<file path="config.mk">
export PLATFORM = sky130hd
export DESIGN_NAME = decode_pipe_unit
export DESIGN_NICKNAME = d
export VERILOG_FILES = /design/src/rtl/alu_enums_pkg.sv /design/src/rtl/decode_pipe_unit_rd_history.sv /design/src/rtl/decode_pipe_unit.sv
export SDC_FILE = /design/constraint.sdc
export NUM_CORES = 1
export LEC_CHECK = 0
export ABC_AREA = 1
export ABC_CLOCK_PERIOD_IN_PS = 1640
export CAP_MARGIN = 0
export CORE_MARGIN = 10
export CORE_UTILIZATION = 35
export CTS_BUF_LIST = sky130_fd_sc_hd__clkbuf_16
export CTS_CLUSTER_SIZE = 28
export DETAILED_ROUTE_END_ITERATION = 8
export GPL_ROUTABILITY_DRIVEN = 0
export SKIP_LAST_GASP = 1
export SYNTH_ARGS = -nofsm -noshare
export SYNTH_HDL_FRONTEND = slang
export SYNTH_SLANG_ARGS = --single-unit
</file>
<file path="constraint.sdc">
create_clock -name clk -period 1.64 [get_ports clk]
set_input_delay 0.164 -clock clk [delete_from_list [all_inputs] [get_ports clk]]
set_output_delay 0.164 -clock clk [all_outputs]
set_load 0.01 [all_outputs]
</file>
<file path="src/rtl/alu_enums_pkg.sv">
// Shared decode types: ALU operation encoding, RV32I opcode and funct7
// constants, and the destination-history entry used for hazard tracking.
package alu_enums;

  // ALU operation selected by decode. ALU_NONE marks bubbles and illegal slots.
  typedef enum logic [4:0] {
    ALU_NONE,
    ALU_ADDI,
    ALU_SLTI,
    ALU_SLTIU,
    ALU_XORI,
    ALU_ORI,
    ALU_ANDI,
    ALU_SLLI,
    ALU_SRLI,
    ALU_SRAI,
    ALU_ADD,
    ALU_SUB,
    ALU_SLL,
    ALU_SLT,
    ALU_SLTU,
    ALU_XOR,
    ALU_SRL,
    ALU_SRA,
    ALU_OR,
    ALU_AND,
    ALU_LUI,
    ALU_AUIPC
  } alu_op_t;

  // Major opcodes handled by this stage (inst[6:0]).
  localparam logic [6:0] OPC_OP_IMM = 7'b0010011;
  localparam logic [6:0] OPC_OP     = 7'b0110011;
  localparam logic [6:0] OPC_LUI    = 7'b0110111;
  localparam logic [6:0] OPC_AUIPC  = 7'b0010111;

  // funct7 values: base encoding and the alternate (SUB / SRA / SRAI) form.
  localparam logic [6:0] F7_BASE = 7'b0000000;
  localparam logic [6:0] F7_ALT  = 7'b0100000;

  // One in-flight destination: the register written and whether it is written.
  typedef struct packed {
    logic [4:0] rd;
    logic       wr_en;
  } hist_entry_t;

endpackage

</file>
<file path="src/rtl/decode_pipe_unit_rd_history.sv">
// In-flight destination history and RAW hazard comparators for both source
// operands. hist[0] mirrors the decode output slot; older entries are the
// instructions already handed to execute, youngest first.
module rd_history
  import alu_enums::*;
#(
  parameter int HAZ_DEPTH = 2
) (
  input  logic                 clk,
  input  logic                 reset_n,
  input  logic                 flush,
  input  logic                 shift_en,
  input  logic                 fill_en,
  input  logic                 consume,
  input  hist_entry_t          new_entry,
  input  logic [4:0]           rs1_addr,
  input  logic                 rs1_en,
  input  logic [4:0]           rs2_addr,
  input  logic                 rs2_en,
  output logic [HAZ_DEPTH-1:0] haz_rs1,
  output logic [HAZ_DEPTH-1:0] haz_rs2
);

  hist_entry_t hist  [HAZ_DEPTH];
  hist_entry_t ahead [HAZ_DEPTH];

  // When the slot is consumed, hist[0] is the instruction directly ahead of the
  // new one. When an empty slot is filled without a consume, hist[0] is that
  // empty bubble being replaced, so the view starts one entry further back.
  for (genvar k = 0; k < HAZ_DEPTH; k++) begin : g_ahead
    if (k + 1 < HAZ_DEPTH) begin : g_mid
      assign ahead[k] = consume ? hist[k] : hist[k+1];
    end else begin : g_last
      assign ahead[k] = consume ? hist[k] : '0;
    end
  end

  // Compare both source operands against every older destination.
  always_comb begin
    haz_rs1 = '0;
    haz_rs2 = '0;
    for (int k = 0; k < HAZ_DEPTH; k++) begin
      haz_rs1[k] = rs1_en && ahead[k].wr_en && (ahead[k].rd == rs1_addr);
      haz_rs2[k] = rs2_en && ahead[k].wr_en && (ahead[k].rd == rs2_addr);
    end
  end

  // Shift on consume, overwrite the head when an empty slot fills, clear on flush.
  always_ff @(posedge clk or negedge reset_n) begin
    // NOTE: the history is a handful of flops and is reset on purpose; a stale
    // rd left over from before reset would raise false hazards.
    if (!reset_n) begin
      for (int k = 0; k < HAZ_DEPTH; k++) hist[k] <= '0;
    end else if (flush) begin
      for (int k = 0; k < HAZ_DEPTH; k++) hist[k] <= '0;
    end else if (shift_en) begin
      hist[0] <= new_entry;
      for (int k = 1; k < HAZ_DEPTH; k++) hist[k] <= hist[k-1];
    end else if (fill_en) begin
      hist[0] <= new_entry;
    end
  end

endmodule

</file>
<file path="src/rtl/decode_pipe_unit.sv">
// RV32I decode stage: decodes OP-IMM, OP, LUI and AUIPC into one registered
// slot for execute, with a valid/ready handshake, flush, and per-operand
// RAW hazard vectors against the instructions still in flight.
module decode_pipe_unit
  import alu_enums::*;
#(
  parameter int XLEN       = 32,
  parameter int HAZ_DEPTH  = 2,
  parameter int EN_REG_REG = 1
) (
  input  logic                 clk,
  input  logic                 reset_n,
  input  logic                 if_valid,
  input  logic [31:0]          if_inst,
  input  logic [XLEN-1:0]      if_pc,
  output logic                 id_ready,
  input  logic                 flush,
  input  logic                 ex_ready,
  output logic                 id_valid,
  output logic [XLEN-1:0]      id_pc,
  output logic [4:0]           id_rs1_addr,
  output logic [4:0]           id_rs2_addr,
  output logic [4:0]           id_rd_addr,
  output logic                 id_rs1_en,
  output logic                 id_rs2_en,
  output logic                 id_rd_wr_en,
  output logic [XLEN-1:0]      id_imm,
  output logic                 id_use_imm,
  output logic                 id_use_pc,
  output alu_op_t              id_alu_op,
  output logic                 id_illegal,
  output logic [HAZ_DEPTH-1:0] id_haz_rs1,
  output logic [HAZ_DEPTH-1:0] id_haz_rs2
);

  // Instruction fields.
  logic [6:0] opcode;
  logic [4:0] rd_f, rs1_f, rs2_f;
  logic [2:0] funct3;
  logic [6:0] funct7;

  assign opcode = if_inst[6:0];
  assign rd_f   = if_inst[11:7];
  assign funct3 = if_inst[14:12];
  assign rs1_f  = if_inst[19:15];
  assign rs2_f  = if_inst[24:20];
  assign funct7 = if_inst[31:25];

  // Immediate formats, extended to XLEN.
  logic [XLEN-1:0] imm_i, imm_sh, imm_u;
  assign imm_i  = XLEN'($signed(if_inst[31:20]));
  assign imm_sh = XLEN'(if_inst[24:20]);
  assign imm_u  = XLEN'($signed({if_inst[31:12], 12'b0}));

  // Decoded view of the incoming instruction.
  alu_op_t         dec_alu;
  logic            dec_illegal;
  logic            rs1_use, rs2_use, rd_use;
  logic [XLEN-1:0] dec_imm;
  logic            dec_use_imm, dec_use_pc;
  logic            dec_rs1_en, dec_rs2_en, dec_rd_wr_en;
  logic [4:0]      dec_rs1_addr, dec_rs2_addr, dec_rd_addr;

  // Opcode/funct decode; anything not recognised falls out as illegal.
  always_comb begin
    // NOTE: every signal this block drives gets a default first, so no path
    // through the case statements can leave one unassigned and infer a latch.
    dec_alu     = ALU_NONE;
    dec_illegal = 1'b1;
    rs1_use     = 1'b0;
    rs2_use     = 1'b0;
    rd_use      = 1'b0;
    dec_imm     = '0;
    dec_use_imm = 1'b0;
    dec_use_pc  = 1'b0;

    case (opcode)
      OPC_OP_IMM: begin
        dec_illegal = 1'b0;
        rs1_use     = 1'b1;
        rd_use      = 1'b1;
        dec_use_imm = 1'b1;
        dec_imm     = imm_i;
        case (funct3)
          3'b000: dec_alu = ALU_ADDI;
          3'b010: dec_alu = ALU_SLTI;
          3'b011: dec_alu = ALU_SLTIU;
          3'b100: dec_alu = ALU_XORI;
          3'b110: dec_alu = ALU_ORI;
          3'b111: dec_alu = ALU_ANDI;
          3'b001: begin
            dec_imm = imm_sh;
            if (funct7 == F7_BASE) dec_alu = ALU_SLLI;
            else                   dec_illegal = 1'b1;
          end
          default: begin
            // funct3 101: logical or arithmetic right shift.
            dec_imm = imm_sh;
            if      (funct7 == F7_BASE) dec_alu = ALU_SRLI;
            else if (funct7 == F7_ALT)  dec_alu = ALU_SRAI;
            else                        dec_illegal = 1'b1;
          end
        endcase
      end

      OPC_OP: begin
        if (EN_REG_REG != 0) begin
          dec_illegal = 1'b0;
          rs1_use     = 1'b1;
          rs2_use     = 1'b1;
          rd_use      = 1'b1;
          case ({funct7, funct3})
            {F7_BASE, 3'b000}: dec_alu = ALU_ADD;
            {F7_ALT,  3'b000}: dec_alu = ALU_SUB;
            {F7_BASE, 3'b001}: dec_alu = ALU_SLL;
            {F7_BASE, 3'b010}: dec_alu = ALU_SLT;
            {F7_BASE, 3'b011}: dec_alu = ALU_SLTU;
            {F7_BASE, 3'b100}: dec_alu = ALU_XOR;
            {F7_BASE, 3'b101}: dec_alu = ALU_SRL;
            {F7_ALT,  3'b101}: dec_alu = ALU_SRA;
            {F7_BASE, 3'b110}: dec_alu = ALU_OR;
            {F7_BASE, 3'b111}: dec_alu = ALU_AND;
            default:           dec_illegal = 1'b1;
          endcase
        end
      end

      OPC_LUI: begin
        dec_illegal = 1'b0;
        rd_use      = 1'b1;
        dec_use_imm = 1'b1;
        dec_imm     = imm_u;
        dec_alu     = ALU_LUI;
      end

      OPC_AUIPC: begin
        dec_illegal = 1'b0;
        rd_use      = 1'b1;
        dec_use_imm = 1'b1;
        dec_use_pc  = 1'b1;
        dec_imm     = imm_u;
        dec_alu     = ALU_AUIPC;
      end

      default: ;
    endcase

    // An illegal slot carries no operation, operands or immediate.
    if (dec_illegal) begin
      dec_alu     = ALU_NONE;
      rs1_use     = 1'b0;
      rs2_use     = 1'b0;
      rd_use      = 1'b0;
      dec_imm     = '0;
      dec_use_imm = 1'b0;
      dec_use_pc  = 1'b0;
    end
  end

  // x0 is never a real dependency or destination, so its enables drop and the
  // addresses read as 0 whenever the matching enable is off.
  assign dec_rs1_en   = rs1_use && (rs1_f != 5'd0);
  assign dec_rs2_en   = rs2_use && (rs2_f != 5'd0);
  assign dec_rd_wr_en = rd_use && (rd_f != 5'd0);
  assign dec_rs1_addr = dec_rs1_en   ? rs1_f : 5'd0;
  assign dec_rs2_addr = dec_rs2_en   ? rs2_f : 5'd0;
  assign dec_rd_addr  = dec_rd_wr_en ? rd_f  : 5'd0;

  // Handshake. Flush does not gate ready; it simply discards what arrives.
  logic load, to_bubble;
  assign id_ready  = !id_valid || ex_ready;
  assign load      = if_valid && id_ready && !flush;
  assign to_bubble = flush || (id_ready && !if_valid);

  // History tracking: a consumed slot shifts the history (bubbles push
  // wr_en=0); filling an empty slot while execute is stalled only replaces
  // the head, because nothing moved downstream.
  hist_entry_t                 new_entry;
  logic [HAZ_DEPTH-1:0]        haz_rs1, haz_rs2;
  logic                        hist_shift, hist_fill;

  assign new_entry  = load ? hist_entry_t'{rd: dec_rd_addr, wr_en: dec_rd_wr_en} : '0;
  assign hist_shift = !flush && id_ready && ex_ready;
  assign hist_fill  = load && !ex_ready;

  rd_history #(
    .HAZ_DEPTH (HAZ_DEPTH)
  ) u_rd_history (
    .clk       (clk),
    .reset_n   (reset_n),
    .flush     (flush),
    .shift_en  (hist_shift),
    .fill_en   (hist_fill),
    .consume   (ex_ready),
    .new_entry (new_entry),
    .rs1_addr  (dec_rs1_addr),
    .rs1_en    (dec_rs1_en),
    .rs2_addr  (dec_rs2_addr),
    .rs2_en    (dec_rs2_en),
    .haz_rs1   (haz_rs1),
    .haz_rs2   (haz_rs2)
  );

  // Output slot: load a decoded instruction, drop to a bubble, or hold on stall.
  always_ff @(posedge clk or negedge reset_n) begin
    // NOTE: state updates use non-blocking assignments so every flop samples
    // the pre-edge values regardless of statement order.
    if (!reset_n) begin
      id_valid    <= 1'b0;
      id_pc       <= '0;
      id_rs1_addr <= '0;
      id_rs2_addr <= '0;
      id_rd_addr  <= '0;
      id_rs1_en   <= 1'b0;
      id_rs2_en   <= 1'b0;
      id_rd_wr_en <= 1'b0;
      id_imm      <= '0;
      id_use_imm  <= 1'b0;
      id_use_pc   <= 1'b0;
      id_alu_op   <= ALU_NONE;
      id_illegal  <= 1'b0;
      id_haz_rs1  <= '0;
      id_haz_rs2  <= '0;
    end else if (to_bubble) begin
      id_valid    <= 1'b0;
      id_pc       <= '0;
      id_rs1_addr <= '0;
      id_rs2_addr <= '0;
      id_rd_addr  <= '0;
      id_rs1_en   <= 1'b0;
      id_rs2_en   <= 1'b0;
      id_rd_wr_en <= 1'b0;
      id_imm      <= '0;
      id_use_imm  <= 1'b0;
      id_use_pc   <= 1'b0;
      id_alu_op   <= ALU_NONE;
      id_illegal  <= 1'b0;
      id_haz_rs1  <= '0;
      id_haz_rs2  <= '0;
    end else if (load) begin
      id_valid    <= 1'b1;
      id_pc       <= if_pc;
      id_rs1_addr <= dec_rs1_addr;
      id_rs2_addr <= dec_rs2_addr;
      id_rd_addr  <= dec_rd_addr;
      id_rs1_en   <= dec_rs1_en;
      id_rs2_en   <= dec_rs2_en;
      id_rd_wr_en <= dec_rd_wr_en;
      id_imm      <= dec_imm;
      id_use_imm  <= dec_use_imm;
      id_use_pc   <= dec_use_pc;
      id_alu_op   <= dec_alu;
      id_illegal  <= dec_illegal;
      id_haz_rs1  <= haz_rs1;
      id_haz_rs2  <= haz_rs2;
    end
  end

endmodule

</file>
==> report_table.html, run 1 <==
<table>
<tr><th>Metric</th><th>Value</th></tr>
<tr><th colspan="2">Status</th></tr>
<tr><td>Run status</td><td>finished clean</td></tr>
<tr><th colspan="2">STA</th></tr>
<tr><td>Hold violation count in the final report</td><td>0</td></tr>
<tr><td>Share of the clock period used by the worst path</td><td>0.957</td></tr>
<tr><td>Min cycle time layout</td><td>1570 ps</td></tr>
<tr><td>Worst path setup slack after routing</td><td>70.8 ps</td></tr>
<tr><td>Relative slew slack</td><td>0.713</td></tr>
<tr><td>Fmax</td><td>637 MHz</td></tr>
<tr><td>Final hold slack</td><td>178 ps</td></tr>
<tr><td>Transition time of the tightest slew-check pin</td><td>427 ps</td></tr>
<tr><td>Final number of max-transition violations</td><td>0</td></tr>
<tr><td>Max Clock Skew</td><td>4.55 ps</td></tr>
<tr><td>Aggregate negative setup slack</td><td>0 ps</td></tr>
<tr><td>Final setup fails</td><td>0</td></tr>
<tr><th colspan="2">Final layout</th></tr>
<tr><td>Summed area of non-filler cells in the final layout</td><td>8220 um^2</td></tr>
<tr><td>Highest-count cells in the layout ignoring fill and taps</td><td>sky130_fd_sc_hd__clkdlybuf4s50_1 (145), sky130_fd_sc_hd__buf_4 (118), sky130_fd_sc_hd__nand2_1 (116)</td></tr>
<tr><td>Number of antenna repair diodes</td><td>0</td></tr>
<tr><td>Leading cell type in the layout, fill and taps excluded</td><td>sky130_fd_sc_hd__clkdlybuf4s50_1</td></tr>
<tr><td>Signed area change from the synthesized netlist to the final layout</td><td>65.2%</td></tr>
<tr><td>Number of nets in the finished design</td><td>904</td></tr>
<tr><td>Fraction of final layout cells with drive strength greater than 1</td><td>0.263</td></tr>
<tr><th colspan="2">Setup path</th></tr>
<tr><td>Startpoint-to-endpoint class of the critical path</td><td>input pin to register</td></tr>
<tr><td>Worst-path fanout max</td><td>3</td></tr>
<tr><td>Data arrival time at the worst-slack endpoint</td><td>1850 ps</td></tr>
<tr><td>Data required, critical path</td><td>1920 ps</td></tr>
<tr><td>Worst r2r src</td><td>id_valid</td></tr>
<tr><td>Start point of the critical path</td><td>if_inst[30]</td></tr>
<tr><td>Category of the worst setup path capture point</td><td>register</td></tr>
<tr><td>Type of element launching the critical path</td><td>input pin</td></tr>
<tr><th colspan="2">Pwr</th></tr>
<tr><td>Pleak</td><td>3.95 nW</td></tr>
<tr><td>Worst IR drop on VDD</td><td>420 uV</td></tr>
<tr><td>Cell Pwr Density</td><td>670 nW/um^2</td></tr>
<tr><th colspan="2">Logic synthesis</th></tr>
<tr><td>Seq cells post-synth</td><td>107</td></tr>
<tr><td>Mapped cell area</td><td>4980 um^2</td></tr>
<tr><td>Number of unique standard cell types used by synthesis</td><td>38</td></tr>
<tr><td>Sequential element share of the synthesized area</td><td>0.538</td></tr>
<tr><td>Post-Synthesis Cells</td><td>557</td></tr>
<tr><td>Net count after synthesis</td><td>626</td></tr>
<tr><td>Post-Synthesis Mean Instance Area</td><td>8.94 um^2</td></tr>
<tr><td>Number of warning messages in the yosys log</td><td>0</td></tr>
<tr><th colspan="2">Floorplanning</th></tr>
<tr><td>I/O pin total</td><td>165</td></tr>
<tr><td>Die extent in y</td><td>139 um</td></tr>
<tr><td>Die Outline Area</td><td>19400 um^2</td></tr>
<tr><td>Standard-cell row count</td><td>43</td></tr>
<tr><td>Starting Density</td><td>0.359</td></tr>
<tr><td>Width of the die</td><td>139 um</td></tr>
<tr><td>Placeable core region</td><td>13900 um^2</td></tr>
<tr><th colspan="2">Global routing</th></tr>
<tr><td>GRT Overall Usage</td><td>0.181</td></tr>
<tr><td>Wire length of the first global-routing pass</td><td>29000 um</td></tr>
<tr><td>Via count of the first global-routing pass</td><td>5262</td></tr>
<tr><td>Pin count of the biggest net entering global routing</td><td>38</td></tr>
<tr><td>Antenna violations before repair</td><td>0</td></tr>
<tr><td>Sum of overflow across all layers after global routing</td><td>0</td></tr>
<tr><th colspan="2">Clocking</th></tr>
<tr><td>Number of sinks handled by clock tree synthesis</td><td>107</td></tr>
<tr><td>Clock slew at reported path FFs</td><td>70 ps</td></tr>
<tr><td>Root buffer selected by CTS</td><td>sky130_fd_sc_hd__clkbuf_16</td></tr>
<tr><td>Clk Latency, worst-skew pair</td><td>340 ps</td></tr>
<tr><td>Deepest clock path buffer count</td><td>2</td></tr>
<tr><td>Clock tree from TritonCTS</td><td>yes</td></tr>
<tr><td>Total CTS buffers</td><td>9</td></tr>
<tr><td>H-tree depth reported by CTS</td><td>3</td></tr>
<tr><th colspan="2">Detailed routing</th></tr>
<tr><td>Iter 0 DRT Violations</td><td>452</td></tr>
<tr><td># DRC</td><td>0</td></tr>
<tr><td>DR vias</td><td>5159</td></tr>
<tr><td>Vias/cell</td><td>5.06</td></tr>
<tr><td>Wire length on met3</td><td>1360 um</td></tr>
<tr><td>DRT Pass-1 Iters</td><td>5</td></tr>
<tr><td>Wire length reported by the detailed router</td><td>18300 um</td></tr>
<tr><td>Highest routing layer actually used</td><td>met4</td></tr>
<tr><td>Final routed wire length divided by cell count</td><td>17.9 um</td></tr>
<tr><td>Met2 routed wirelength</td><td>8650 um</td></tr>
<tr><td>Final ANT Viol Nets</td><td>0</td></tr>
<tr><td>Post-route met1 wirelength</td><td>7880 um</td></tr>
<tr><th colspan="2">Worst hold path</th></tr>
<tr><td>Min-Delay Path Class</td><td>input pin to register</td></tr>
<tr><td>Startpoint of the lowest-slack hold path</td><td>if_inst[26]</td></tr>
<tr><th colspan="2">Placed design</th></tr>
<tr><td>Port Buffer Count</td><td>164</td></tr>
<tr><td>Post-placement cell area</td><td>7560 um^2</td></tr>
<tr><td>DPL Wire Length</td><td>13600 um</td></tr>
<tr><td>Worst slack at placement</td><td>-561 ps</td></tr>
<tr><th colspan="2">Flow run</th></tr>
<tr><td>Count of maximum capacitance violations</td><td>0</td></tr>
</table>
## layer usage
layer / global-route usage / vias up
met5: 0 / -
met4: 0.0599 / 0
li1: - / 2435
met3: 0.0480 / 34
met2: 0.294 / 234
met1: 0.229 / 2456
## what timing repair did
action	CTS	global route
pin swaps	34	33
gates resized for setup	45	68
endpoints found under the setup margin	59	45
hold buffers	1	0
endpoints found under the hold margin	16	0
buffers inserted	21	4
## registers in the layout (all words and copies together), names as in the netlist, 2 cells and up
register           count
id_haz_rs2             2
u_rd_history.hist     12
id_pc                 32
id_alu_op              5
id_rs1_addr            5
id_haz_rs1             2
id_imm                32
id_rd_addr             5
id_rs2_addr            5
## Yosys cell counts (all sizes together)
library cell,count,area share
a21boi,1,0.0023
a21o,3,0.0045
a21oi,10,0.010
a22o,50,0.088
a22oi,1,0.0015
a32o,5,0.010
buf,10,0.012
clkbuf,13,0.0098
clkinv,1,0.00075
dfrtp,107,0.54
inv,57,0.043
nand2,141,0.11
nand3,27,0.029
nand3b,1,0.0015
nand4,10,0.013
nor2,46,0.040
nor3,9,0.012
o2111ai,1,0.0018
o21a,1,0.0015
o21ai,54,0.054
o22ai,1,0.0013
o311ai,2,0.0035
o31ai,3,0.0045
o41ai,1,0.0018
xor2,2,0.0035
## through the flow
step           instances  total power, W  utilization
3_5_place_dp         978         0.00342        0.544
5_1_grt             1020         0.00575        0.592
4_1_cts             1016         0.00553        0.582
2_1_floorplan        557         0.00293            -
3_3_place_gp         978         0.00341        0.544
6_report            1020         0.00551        0.592
## cells by family (layout without fill, tap and decap cells)
logic type,after synthesis,count (layout),share of synthesized area
buffers and inverters,81,364,0.0656
DFF,107,107,0.538
AOI/OAI and AO/OA,133,133,0.185
and+or+nand+nor,234,234,0.208
xor gates and xnor gates,2,2,0.00352
## final timing paths
path / end / slack, ps / cells past startpoint
max in group asynchronous: id_rd_addr[3] / 820 / 3
worst max register to register: id_haz_rs1[1] / 100 / 10
worst max-delay path: id_alu_op[2] / 70 / 14
worst min-delay path: id_imm[6] / 180 / 4
worst min register to register: id_alu_op[3] / 480 / 2
min in group asynchronous: id_imm[8] / 250 / 2
## worst max-delay path: stages
cell and delay [ps]:
sky130_fd_sc_hd__clkdlybuf4s15_1 200, sky130_fd_sc_hd__nor2_2 150, sky130_fd_sc_hd__nand2_2 90, sky130_fd_sc_hd__nor2_2 140, sky130_fd_sc_hd__nand2_2 100, sky130_fd_sc_hd__buf_4 150, sky130_fd_sc_hd__buf_4 130, sky130_fd_sc_hd__buf_4 130
sky130_fd_sc_hd__buf_4 120, sky130_fd_sc_hd__buf_4 120, sky130_fd_sc_hd__nand2_1 70, sky130_fd_sc_hd__nand2_1 50, sky130_fd_sc_hd__o311ai_1 70, sky130_fd_sc_hd__a22o_1 170
## layout make-up
cell class / count / area [um^2]
Fill cell: 1207 / 5660
Sequential cell: 107 / 2680
Timing Repair Buffer: 290 / 2600
Multi-Input combinational cell: 369 / 2200
Inverter: 58 / 230
Clock buffer: 9 / 225
Tap cell: 180 / 225
Clock inverter: 7 / 61.3
## where the power goes
group | internal [W] | switching [W] | total (W)
combinational | 0.000351 | 0.000349 | 0.000700
sequential | 0.00268 | 0.0000215 | 0.00270
clock | 0.00117 | 0.000942 | 0.00211
total | 0.00420 | 0.00131 | 0.00551
No activity file was read; power rests on OpenSTA's default activity.
==> run 2, diff against run 1 <==
--- a/config.mk
+++ b/config.mk
@@ -6,7 +6,7 @@
 export NUM_CORES = 1
 export LEC_CHECK = 0
 export ABC_AREA = 1
-export ABC_CLOCK_PERIOD_IN_PS = 1640
+export ABC_CLOCK_PERIOD_IN_PS = 2000
 export CAP_MARGIN = 0
 export CORE_MARGIN = 10
 export CORE_UTILIZATION = 35
@@ -14,6 +14,7 @@
 export CTS_CLUSTER_SIZE = 28
 export DETAILED_ROUTE_END_ITERATION = 8
 export GPL_ROUTABILITY_DRIVEN = 0
+export SETUP_SLACK_MARGIN = 0.02
 export SKIP_LAST_GASP = 1
 export SYNTH_ARGS = -nofsm -noshare
 export SYNTH_HDL_FRONTEND = slang
==> constraint.sdc (replaced) <==
create_clock -name clk -period 2 [get_ports clk]
set_input_delay 0.2 -clock clk [delete_from_list [all_inputs] [get_ports clk]]
set_output_delay 0.2 -clock clk [all_outputs]
set_load 0.01 [all_outputs]
==> report_table.html, run 2 (same netlist as run 1, synthesis figures left out) <==
<table>
<tr><th>Metric</th><th>Value</th></tr>
<tr><th colspan="2">Status</th></tr>
<tr><td>Run status</td><td>finished clean</td></tr>
<tr><th colspan="2">Setup path</th></tr>
<tr><td>Cells along the critical path</td><td>clkdlybuf4s50_1, nor2_1, nand2_2, nor2_2, nand2_1, nand3_2, nand2_2, a21boi_2, buf_4, nand2_1, nand2_1, nand2_1, inv_1, nor2_1, nand2_1, nand2_1</td></tr>
<tr><td>Number of stages on the worst setup path</td><td>16</td></tr>
<tr><td>Cell mode on critical path</td><td>sky130_fd_sc_hd__nand2_1</td></tr>
<tr><td>Cell depth of the worst flop-to-flop path</td><td>10</td></tr>
<tr><td>Data arrival time at the worst-slack endpoint</td><td>2100 ps</td></tr>
<tr><td>Startpoint-to-endpoint class of the critical path</td><td>input pin to register</td></tr>
<tr><td>Category of the worst setup path capture point</td><td>register</td></tr>
<tr><td>Number of buffer and inverter stages on the critical path</td><td>3</td></tr>
<tr><td>Type of element launching the critical path</td><td>input pin</td></tr>
<tr><td>CP max stage delay</td><td>430 ps</td></tr>
<tr><td>Slowest cell on crit path</td><td>sky130_fd_sc_hd__clkdlybuf4s50_1</td></tr>
<tr><td>Worst reg-to-reg setup slack</td><td>440 ps</td></tr>
<tr><td>Data required, critical path</td><td>2250 ps</td></tr>
<tr><td>Worst-path fanout max</td><td>4</td></tr>
<tr><td>Kind of cell with the highest combined delay on the critical path</td><td>simple AND/OR/NAND/NOR gates</td></tr>
<tr><th colspan="2">STA</th></tr>
<tr><td>Final setup fails</td><td>0</td></tr>
<tr><td>Min cycle time layout</td><td>1860 ps</td></tr>
<tr><td>Max Clock Skew</td><td>6.67 ps</td></tr>
<tr><td>RSZ-0062 raised after global routing</td><td>yes</td></tr>
<tr><td>Fmax</td><td>538 MHz</td></tr>
<tr><td>Final number of max-transition violations</td><td>0</td></tr>
<tr><td>Relative slew slack</td><td>0.616</td></tr>
<tr><td>Final hold slack</td><td>332 ps</td></tr>
<tr><td>Hold violation count in the final report</td><td>0</td></tr>
<tr><td>Share of the clock period used by the worst path</td><td>0.929</td></tr>
<tr><td>Transition time of the tightest slew-check pin</td><td>576 ps</td></tr>
<tr><th colspan="2">Clocking</th></tr>
<tr><td>Deepest clock path buffer count</td><td>2</td></tr>
<tr><td>H-tree depth reported by CTS</td><td>3</td></tr>
<tr><td>Clock slew at reported path FFs</td><td>70 ps</td></tr>
<tr><td>Total CTS buffers</td><td>9</td></tr>
<tr><td>Root buffer selected by CTS</td><td>sky130_fd_sc_hd__clkbuf_16</td></tr>
<tr><td>Clock tree from TritonCTS</td><td>yes</td></tr>
<tr><td>Number of sinks handled by clock tree synthesis</td><td>107</td></tr>
<tr><td>Clk Latency, worst-skew pair</td><td>350 ps</td></tr>
<tr><th colspan="2">Final layout</th></tr>
<tr><td>Leading cell type in the layout, fill and taps excluded</td><td>sky130_fd_sc_hd__clkdlybuf4s50_1</td></tr>
<tr><td>Signed area change from the synthesized netlist to the final layout</td><td>55.5%</td></tr>
<tr><td>Non-filler instance count after layout</td><td>972</td></tr>
<tr><td>Number of antenna repair diodes</td><td>0</td></tr>
<tr><td>Number of nets in the finished design</td><td>857</td></tr>
<tr><td>Summed area of non-filler cells in the final layout</td><td>7740 um^2</td></tr>
<tr><td>Highest-count cells in the layout ignoring fill and taps</td><td>sky130_fd_sc_hd__clkdlybuf4s50_1 (159), sky130_fd_sc_hd__nand2_1 (131), sky130_fd_sc_hd__dfrtp_1 (107)</td></tr>
<tr><td>Fraction of final layout cells with drive strength greater than 1</td><td>0.159</td></tr>
<tr><td>Leading registers by flop count</td><td>id_imm: 32 flops, id_pc: 32 flops, u_rd_history.hist: 12 flops</td></tr>
<tr><th colspan="2">Global routing</th></tr>
<tr><td>Via count of the first global-routing pass</td><td>4987</td></tr>
<tr><td>Wire length of the first global-routing pass</td><td>27200 um</td></tr>
<tr><td>Antenna violations before repair</td><td>0</td></tr>
<tr><td>GRT Overall Usage</td><td>0.171</td></tr>
<tr><td>Pin count of the biggest net entering global routing</td><td>108</td></tr>
<tr><td>Sum of overflow across all layers after global routing</td><td>0</td></tr>
<tr><th colspan="2">Pwr</th></tr>
<tr><td>Cell Pwr Density</td><td>573 nW/um^2</td></tr>
<tr><td>Pleak</td><td>3.69 nW</td></tr>
<tr><td>Post-layout total power</td><td>0.00443 W</td></tr>
<tr><td>Worst IR drop on VDD</td><td>434 uV</td></tr>
<tr><th colspan="2">Detailed routing</th></tr>
<tr><td>Final routed wire length divided by cell count</td><td>17.3 um</td></tr>
<tr><td>Wire length reported by the detailed router</td><td>16800 um</td></tr>
<tr><td>DR vias</td><td>4884</td></tr>
<tr><td>Iter 0 DRT Violations</td><td>362</td></tr>
<tr><td># DRC</td><td>0</td></tr>
<tr><td>Vias/cell</td><td>5.02</td></tr>
<tr><td>DRT Pass-1 Iters</td><td>5</td></tr>
<tr><td>Final ANT Viol Nets</td><td>0</td></tr>
<tr><th colspan="2">Floorplanning</th></tr>
<tr><td>Die Outline Area</td><td>19400 um^2</td></tr>
<tr><td>Placeable core region</td><td>13900 um^2</td></tr>
<tr><td>Standard-cell row count</td><td>43</td></tr>
<tr><td>Starting Density</td><td>0.359</td></tr>
<tr><td>Width of the die</td><td>139 um</td></tr>
<tr><td>I/O pin total</td><td>165</td></tr>
<tr><td>Die extent in y</td><td>139 um</td></tr>
<tr><th colspan="2">Worst hold path</th></tr>
<tr><td>Min-Delay Path Class</td><td>input pin to register</td></tr>
<tr><td>Hold path depth</td><td>4</td></tr>
<tr><th colspan="2">Placed design</th></tr>
<tr><td>Port Buffer Count</td><td>164</td></tr>
<tr><td>Post-placement cell area</td><td>7380 um^2</td></tr>
<tr><td>Cell count after placement</td><td>954</td></tr>
<tr><td>DPL Wire Length</td><td>13100 um</td></tr>
<tr><th colspan="2">Flow run</th></tr>
<tr><td>Count of maximum capacitance violations</td><td>0</td></tr>
</table>
==> run 2: final cells by class <==
cell class                 count  area [um^2]
multi-input combinational    369         2030
tap                          180          225
inverter                      58          223
sequential                   107         2680
fill                        1248         6140
clock buffer                   9          225
clock inverter                 6         50.0
timing repair buffer         243         2310
==> run 2: worst register-to-register path, delay by kind of cell, from the launching register on <==
family | cells | cell delay, ps
DFF | 1 | 400
and+or+nand+nor | 7 | 760
AOI/OAI and AO/OA | 3 | 360
==> run 2: path summary, 6_finish.rpt <==
| kind | startpoint | end |
|---|---|---|
| worst min-delay path | if_inst[25] | id_imm[5] |
| worst max-delay path | if_inst[27] | id_haz_rs2[0] |
| max in group asynchronous | reset_n | id_valid |
| worst max register to register | id_valid | id_haz_rs1[1] |
| min in group asynchronous | reset_n | id_imm[6] |
| worst min register to register | id_rs1_en | id_rs1_en |
==> run 2: per-layer routing <==
layer / GRT usage / wire length, um / up-vias
met5: 0 / 0 / -
met4: 0.0659 / 433 / 0
met3: 0.0463 / 1080 / 34
met2: 0.265 / 7700 / 207
met1: 0.221 / 7610 / 2298
li1: - / - / 2345
==> run 2: what timing repair did <==
action / CTS / global route
setup endpoints to repair: 0 / 40
setup buffers: 0 / 2
endpoints found under the hold margin: 107 / 0
hold buffers: 1 / 0
resized for setup: 0 / 20
==> run 2: through the flow <==
| step | worst slack [ps] | utilization | setup TNS, ps |
|---|---|---|---|
| 4_1_cts | 83.5 | 0.552 | 0 |
| 3_5_place_dp | -279 | 0.531 | -9380 |
| 3_3_place_gp | -265 | 0.531 | -6610 |
| 6_report | 143 | 0.558 | 0 |
| 2_1_floorplan | 395 | - | 0 |
| 5_1_grt | -4.24 | 0.558 | -4.24 |
==> run 2: where the power goes <==
part / total, W / leakage (nW) / internal, W / switching [W]
combinational: 0.000532 / 2.07 / 0.000275 / 0.000258
clock: 0.00169 / 0.143 / 0.000944 / 0.000744
sequential: 0.00221 / 1.48 / 0.00220 / 0.0000178
total: 0.00443 / 3.69 / 0.00342 / 0.00102
